**config.mk**
```make
export PLATFORM = sky130hd
export DESIGN_NAME = mul_sequencer
export DESIGN_NICKNAME = d
export VERILOG_FILES = /design/src/rtl/mul_sequencer_pkg.sv /design/src/rtl/mul_datapath.sv /design/src/rtl/mul_sequencer.sv
export SDC_FILE = /design/constraint.sdc
export NUM_CORES = 1
export LEC_CHECK = 0
export ABC_AREA = 1
export CAP_MARGIN = 20
export CORE_ASPECT_RATIO = 0.5
export CORE_MARGIN = 2
export CORE_UTILIZATION = 40
export CTS_CLUSTER_SIZE = 16
export DETAILED_ROUTE_END_ITERATION = 10
export HOLD_SLACK_MARGIN = 0.03
export PLACE_DENSITY = 0.65
export SLEW_MARGIN = 0
export SYNTH_ARGS = -nofsm -noshare
export SYNTH_HDL_FRONTEND = slang
export SYNTH_SLANG_ARGS = --single-unit
export TNS_END_PERCENT = 100
```
**constraint.sdc**
```tcl
create_clock -name clk -period 24.9 [get_ports clk]
set_input_delay 3.735 -clock clk [delete_from_list [all_inputs] [get_ports clk]]
set_output_delay 3.735 -clock clk [all_outputs]
set_load 0.1 [all_outputs]
```
**src/rtl/mul_sequencer_pkg.sv**
```systemverilog
// Shared definitions for the iterative multiply unit: op codes, FSM states,
// default operand width and a small op-decoding helper.
package mul_sequencer_pkg;

  localparam int WIDTH_DEF = 32;

  localparam logic [1:0] MUL_OP   = 2'b00;
  localparam logic [1:0] UMULL_OP = 2'b01;
  localparam logic [1:0] SMULL_OP = 2'b10;
  localparam logic [1:0] ILL_OP   = 2'b11;

  typedef enum logic [2:0] {
    ST_IDLE = 3'd0,
    ST_CALC = 3'd1,
    ST_SIGN = 3'd2,
    ST_WBLO = 3'd3,
    ST_WBHI = 3'd4
  } state_e;

  // Long multiplies write both halves of the 2*WIDTH product.
  function automatic logic is_long_op(input logic [1:0] op);
    return (op == UMULL_OP) || (op == SMULL_OP);
  endfunction

endpackage

```
**src/rtl/mul_datapath.sv**
```systemverilog
// Radix-2 shift-add datapath: operand magnitudes, 2*WIDTH accumulator,
// shifting multiplicand/multiplier, iteration counter and final negation.
module mul_datapath
  import mul_sequencer_pkg::*;
#(
  parameter int WIDTH = WIDTH_DEF
) (
  input  logic               clk,
  input  logic               reset,
  input  logic               load_i,
  input  logic               signed_i,
  input  logic [WIDTH-1:0]   a_i,
  input  logic [WIDTH-1:0]   b_i,
  input  logic               calc_i,
  input  logic               sign_i,
  output logic [2*WIDTH-1:0] acc_fix_o,
  output logic               last_o
);

  localparam int AW    = 2 * WIDTH;
  localparam int CNT_W = $clog2(WIDTH);

  logic [AW-1:0]    acc_q;
  logic [AW-1:0]    mcand_q;
  logic [WIDTH-1:0] mplier_q;
  logic [CNT_W-1:0] cnt_q;
  logic             neg_q;

  logic [WIDTH-1:0] mag_a_s;
  logic [WIDTH-1:0] mag_b_s;

  // Signed operands are converted to magnitudes; 0x80.. maps to 2^(WIDTH-1) unsigned.
  assign mag_a_s = (signed_i && a_i[WIDTH-1]) ? (~a_i + WIDTH'(1)) : a_i;
  assign mag_b_s = (signed_i && b_i[WIDTH-1]) ? (~b_i + WIDTH'(1)) : b_i;

  // Product with the sign restored; this is the value committed in SIGN.
  assign acc_fix_o = neg_q ? (~acc_q + AW'(1)) : acc_q;
  assign last_o    = (cnt_q == CNT_W'(WIDTH - 1));

  // Load operands, iterate shift-add, then apply sign correction.
  always_ff @(posedge clk or posedge reset) begin
    if (reset) begin
      acc_q    <= '0;
      mcand_q  <= '0;
      mplier_q <= '0;
      cnt_q    <= '0;
      neg_q    <= 1'b0;
    end else if (load_i) begin
      acc_q    <= '0;
      mcand_q  <= {{WIDTH{1'b0}}, mag_a_s};
      mplier_q <= mag_b_s;
      cnt_q    <= '0;
      neg_q    <= signed_i & (a_i[WIDTH-1] ^ b_i[WIDTH-1]);
    end else if (calc_i) begin
      if (mplier_q[0]) begin
        acc_q <= acc_q + mcand_q;
      end else begin
        acc_q <= acc_q;
      end
      mcand_q  <= mcand_q << 1;
      mplier_q <= mplier_q >> 1;
      cnt_q    <= cnt_q + CNT_W'(1);
    end else if (sign_i) begin
      acc_q <= acc_fix_o;
    end else begin
      acc_q <= acc_q;
    end
  end

endmodule

```
**src/rtl/mul_sequencer.sv**
```systemverilog
// Multiply sequencer: accepts MUL/UMULL/SMULL requests, drives the shift-add
// datapath, then writes RdLo (and RdHi for long ops) with optional N/Z flags.
module mul_sequencer
  import mul_sequencer_pkg::*;
#(
  parameter int WIDTH = WIDTH_DEF
) (
  input  logic             clk,
  input  logic             reset,
  input  logic             start,
  input  logic [1:0]       op,
  input  logic             setflags,
  input  logic [WIDTH-1:0] a,
  input  logic [WIDTH-1:0] b,
  input  logic [3:0]       rdlo,
  input  logic [3:0]       rdhi,
  input  logic             flush,
  output logic             busy,
  output logic             done,
  output logic             err,
  output logic             wr_en,
  output logic [3:0]       wr_addr,
  output logic [WIDTH-1:0] wr_data,
  output logic             flag_we,
  output logic [1:0]       flag_nz
);

  state_e           state_q;
  logic [1:0]       op_q;
  logic             setflags_q;
  logic [3:0]       rdlo_q;
  logic [3:0]       rdhi_q;
  logic [WIDTH-1:0] hi_q;
  logic [1:0]       nz_hold_q;
  logic             busy_q;
  logic             wr_en_q;
  logic [3:0]       wr_addr_q;
  logic [WIDTH-1:0] wr_data_q;
  logic             done_q;
  logic             flag_we_q;
  logic [1:0]       flag_nz_q;

  logic               idle_s;
  logic               accept_s;
  logic               long_s;
  logic [2*WIDTH-1:0] acc_fix_s;
  logic               last_s;
  logic [1:0]         nz_s;

  assign idle_s   = (state_q == ST_IDLE);
  assign accept_s = idle_s & start & ~flush & (op != ILL_OP);
  assign long_s   = is_long_op(op_q);

  // N/Z come from the low word for MUL and the full product for long ops.
  assign nz_s = long_s ? {acc_fix_s[2*WIDTH-1], (acc_fix_s == '0)}
                       : {acc_fix_s[WIDTH-1], (acc_fix_s[WIDTH-1:0] == '0)};

  mul_datapath #(.WIDTH(WIDTH)) u_dp (
    .clk       (clk),
    .reset     (reset),
    .load_i    (accept_s),
    .signed_i  (op == SMULL_OP),
    .a_i       (a),
    .b_i       (b),
    .calc_i    (state_q == ST_CALC),
    .sign_i    (state_q == ST_SIGN),
    .acc_fix_o (acc_fix_s),
    .last_o    (last_s)
  );

  // Write strobes are suppressed in the very cycle a flush arrives.
  assign busy    = busy_q;
  assign wr_en   = wr_en_q & ~flush;
  assign wr_addr = wr_addr_q;
  assign wr_data = wr_data_q;
  assign done    = done_q & ~flush;
  assign flag_we = flag_we_q & ~flush;
  assign flag_nz = flush ? 2'b00 : flag_nz_q;
  // Illegal op is reported in the same cycle the request is presented.
  assign err     = ~reset & idle_s & start & ~flush & (op == ILL_OP);

  // Control FSM with registered writeback outputs aligned to their states.
  always_ff @(posedge clk or posedge reset) begin
    if (reset) begin
      state_q    <= ST_IDLE;
      op_q       <= 2'b00;
      setflags_q <= 1'b0;
      rdlo_q     <= 4'd0;
      rdhi_q     <= 4'd0;
      hi_q       <= '0;
      nz_hold_q  <= 2'b00;
      busy_q     <= 1'b0;
      wr_en_q    <= 1'b0;
      wr_addr_q  <= 4'd0;
      wr_data_q  <= '0;
      done_q     <= 1'b0;
      flag_we_q  <= 1'b0;
      flag_nz_q  <= 2'b00;
    end else if (flush && !idle_s) begin
      state_q   <= ST_IDLE;
      busy_q    <= 1'b0;
      wr_en_q   <= 1'b0;
      wr_addr_q <= 4'd0;
      wr_data_q <= '0;
      done_q    <= 1'b0;
      flag_we_q <= 1'b0;
      flag_nz_q <= 2'b00;
    end else begin
      wr_en_q   <= 1'b0;
      wr_addr_q <= 4'd0;
      wr_data_q <= '0;
      done_q    <= 1'b0;
      flag_we_q <= 1'b0;
      flag_nz_q <= 2'b00;
      case (state_q)
        ST_IDLE: begin
          if (accept_s) begin
            state_q    <= ST_CALC;
            op_q       <= op;
            setflags_q <= setflags;
            rdlo_q     <= rdlo;
            rdhi_q     <= rdhi;
            busy_q     <= 1'b1;
          end else begin
            state_q <= ST_IDLE;
            busy_q  <= 1'b0;
          end
        end
        ST_CALC: begin
          if (last_s) begin
            state_q <= ST_SIGN;
          end else begin
            state_q <= ST_CALC;
          end
        end
        ST_SIGN: begin
          state_q   <= ST_WBLO;
          wr_en_q   <= 1'b1;
          wr_addr_q <= rdlo_q;
          wr_data_q <= acc_fix_s[WIDTH-1:0];
          hi_q      <= acc_fix_s[2*WIDTH-1:WIDTH];
          nz_hold_q <= nz_s;
          if (!long_s) begin
            done_q    <= 1'b1;
            flag_we_q <= setflags_q;
            flag_nz_q <= setflags_q ? nz_s : 2'b00;
          end else begin
            done_q <= 1'b0;
          end
        end
        ST_WBLO: begin
          if (long_s) begin
            state_q   <= ST_WBHI;
            wr_en_q   <= 1'b1;
            wr_addr_q <= rdhi_q;
            wr_data_q <= hi_q;
            done_q    <= 1'b1;
            flag_we_q <= setflags_q;
            flag_nz_q <= setflags_q ? nz_hold_q : 2'b00;
          end else begin
            state_q <= ST_IDLE;
            busy_q  <= 1'b0;
          end
        end
        ST_WBHI: begin
          state_q <= ST_IDLE;
          busy_q  <= 1'b0;
        end
        default: begin
          state_q <= ST_IDLE;
          busy_q  <= 1'b0;
        end
      endcase
    end
  end

endmodule

```
==> results.py <==
metrics = {
    "status": {
        "status": "complete, no violations",
    },
    "clocking": {
        "cts_setup_buffers": 0,
        "htreeDepth": 1,
        "clk_pin_slew_ns": 0.07,
        "hold_buffers": 0,
        "cts_tree": "done",
        "clockRootBuffer": "clkbuf_16",
        "clock_latency_ns": 0.60,
        "cts_buffers": 27,
        "clockBufferDepth": 3,
        "cts_sinks": 256,
        "post_cts_resized": 0,
    },
    "cells_and_area": {
        "syn2layout_area_growth_pct": 14.4,
        "fill_cells": 5092,
        "drive_gt1_frac": 0.0471,
        "fin_nets": 3186,
        "multi_input_area_sq_um": 11200,
        "finalInstanceArea_sq_um": 22300,
        "layout.area.seq_sq_um": 6410,
        "antenna-diode-count": 0,
    },
    "synthesis": {
        "synth_top_area_share": 0.328,
        "synthSimpleGateAreaFrac": 0.310,
        "synth_compound_area_frac": 0.180,
        "yosysUniqueCellTypes": 58,
        "synth_top_family_by_area": "simple AND/OR/NAND/NOR gates",
        "yosysWarnings": 0,
        "syn_area_per_cell_sq_um": 6.60,
        "synthXorXnorAreaFrac": 0.0375,
        "syn_area_sq_um": 19500,
        "synthCells": 2960,
        "synthAdderAreaFrac": 0.0452,
        "synth_fp_nets": 3109,
        "synth_common_cells": "nand2_1, nor2_1, inv_1",
        "synth.most_common_cell": "nand2_1",
        "synth-edff-count": 0,
        "synth_area_leader_cell": "dfrtp_1",
        "muxShareOfSynthArea": 0.000577,
        "yosys-top-cells-area": "dfrtp_1, nand2_1, nor2_1",
        "yosys_register_bits": 256,
        "async_flop_share": 1.00,
        "yosysSeqAreaShare": 0.328,
        "ys.flop_type": "dfrtp_1",
    },
    "floorplan": {
        "die_w_um": 317,
        "io_pins": 122,
        "fp.dieH_um": 160,
        "std_cell_rows": 57,
        "core_sq_um": 48400,
        "die_area_sq_um": 50700,
        "initial_core_util": 0.404,
    },
    "route": {
        "drc": 0,
        "vias": 20100,
        "routed_wl_mm": 73.2,
        "avgRoutedWirePerCell_um": 19.7,
        "postRouteAntennaNets": 0,
        "first_iter_violations": 2113,
        "dr.pass1.iters": 5,
        "routed_via_density": 5.43,
    },
    "placed_design": {
        "portBuffers": 121,
        "post-dp-hpwl_mm": 58.1,
        "postPlaceCellArea_sq_um": 21300,
        "place.gp.congestion": 0.982,
    },
    "critical_path": {
        "path_max_fanout": 7,
        "r2r_slack_ns": 21.49,
        "cp.required_ns": 21.16,
        "worstPathCellList": "clkdlybuf4s50_1, inv_1, nand3_1, nor4_1, clkdlybuf4s50_1",
        "crit_family": "buffers and inverters",
        "critPathKind": "primary input to output pin",
        "critPathLaunchType": "primary input",
        "slowest_delay_ns": 1.19,
        "worstPathArrival_ns": 6.33,
        "endpoint_kind": "output pin",
        "crit_buf_inv": 3,
        "cpMostUsedCell": "clkdlybuf4s50_1",
        "cpMaxStageDelayCell": "clkdlybuf4s50_1",
    },
    "pwr": {
        "powerDensity_nw_per_um2": 115,
        "peakVddDrop_mv": 0.0610,
        "p_total_uw": 2580,
        "p_leak_uw": 0.0104,
    },
    "sta": {
        "fin_setup_tns_ns": 0,
        "grt_setup_unrepaired": "false",
        "hold_ws_ns": 0.476,
        "finClkSkew_ns": 0.0349,
        "slew_headroom": 0.304,
        "tightest_slew_ns": 1.04,
        "period_needed_ns": 10.06,
        "final_hold_viol_count": 0,
        "setup_viol": 0,
        "period_share": 0.404,
        "finalMaxSlewViolations": 0,
        "max_freq_ghz": 0.0994,
    },
    "grt": {
        "first_global_vias": 18400,
        "grt_pass1_wl_mm": 111,
        "grt-ovfl-total": 0,
        "grt_max_degree": 124,
        "grt_usage": 0.286,
        "antenna_found_initial": 3,
    },
    "hold_path": {
        "worstHoldPathType": "register to register",
    },
    "run": {
        "cap_violations": 0,
    },
}
cells in the final DEF (no fill, tap or decap), types with 31 or more instances in the layout:
cell             netlist  final
nand2_1              715    715
nor2_1               437    434
inv_1                398    395
dfrtp_1              256    255
o21ai_0              215    215
nand3_1              165    165
a21oi_1              149    149
clkdlybuf4s50_1        0    121
xor2_1                72     72
a22oi_1               71     71
ha_1                  69     69
nor3_1                38     37
nand4_1               31     31
worst paths after layout:
path / startpoint / end / cells after the start
worst min-delay path: rdhi_q[3] / rdhi_q[3] / 2
max in group asynchronous: reset / hi_q[19] / 3
worst min register to register: rdhi_q[3] / rdhi_q[3] / 2
worst max register to register: u_dp.acc_q[46] / u_dp.acc_q[47] / 12
min in group asynchronous: reset / u_dp.mplier_q[3] / 2
worst max-delay path: flush / err / 5
worst reg2reg max path, delay by kind of cell (launching register included):
| kind | cells | cell delay [ns] |
|---|---|---|
| simple gates | 3 | 0.51 |
| compound gates | 6 | 1.54 |
| fa+ha+maj | 1 | 0.41 |
| flops | 1 | 0.64 |
| buf+inv | 2 | 0.18 |
report_power, final:
part / internal [uW] / switching (uW)
Combinational: 412 / 1010
Clock: 243 / 194
Sequential: 538 / 181
flip-flops by register name, summed over array words and instances (netlist names), 4 cells and up:
register,flops
u_dp.cnt_q,5
wr_data,32
rdhi_q,4
wr_addr,4
u_dp.mplier_q,32
rdlo_q,4
hi_q,32
u_dp.mcand_q,64
u_dp.acc_q,64
logic make-up (layout without fill, tap and decap cells):
group,count (synthesis),count (layout)
flip-flops,256,256
AO/OA/AOI/OAI,595,595
XOR/XNOR,82,82
AND/OR/NAND/NOR,1452,1452
buffers and inverters,504,602
multiplexers,1,1
adder cells (fa/ha/maj),70,70
cell type report:
class | count | share of cell area
clock inverters | 16 | 0.00750
inverters | 408 | 0.0689
repair buffers | 144 | 0.0637
multi-input cells | 2200 | 0.502
clock buffers | 34 | 0.0346
flip-flops and latches | 256 | 0.287
well taps | 649 | 0.0363
routing by layer:
| layer | global-route usage | vias to the layer above | part of all wire |
|---|---|---|---|
| met5 | 0 | - | 0.00029 |
| met1 | 0.452 | 9406 | 0.49 |
| li1 | - | 9844 | - |
| met3 | 0.0856 | 71 | 0.11 |
| met4 | 0.0450 | 4 | 0.016 |
| met2 | 0.381 | 807 | 0.38 |
stage by stage:
stage,utilization,instances,setup WS [ns]
2_1_floorplan,-,2960,14.12
6_report,0.462,3707,14.84
5_1_grt,0.462,3707,14.75
3_5_place_dp,0.441,3654,14.89
3_3_place_gp,0.441,3654,14.87
4_1_cts,0.461,3704,14.86
(Power assumes the default switching activity.)
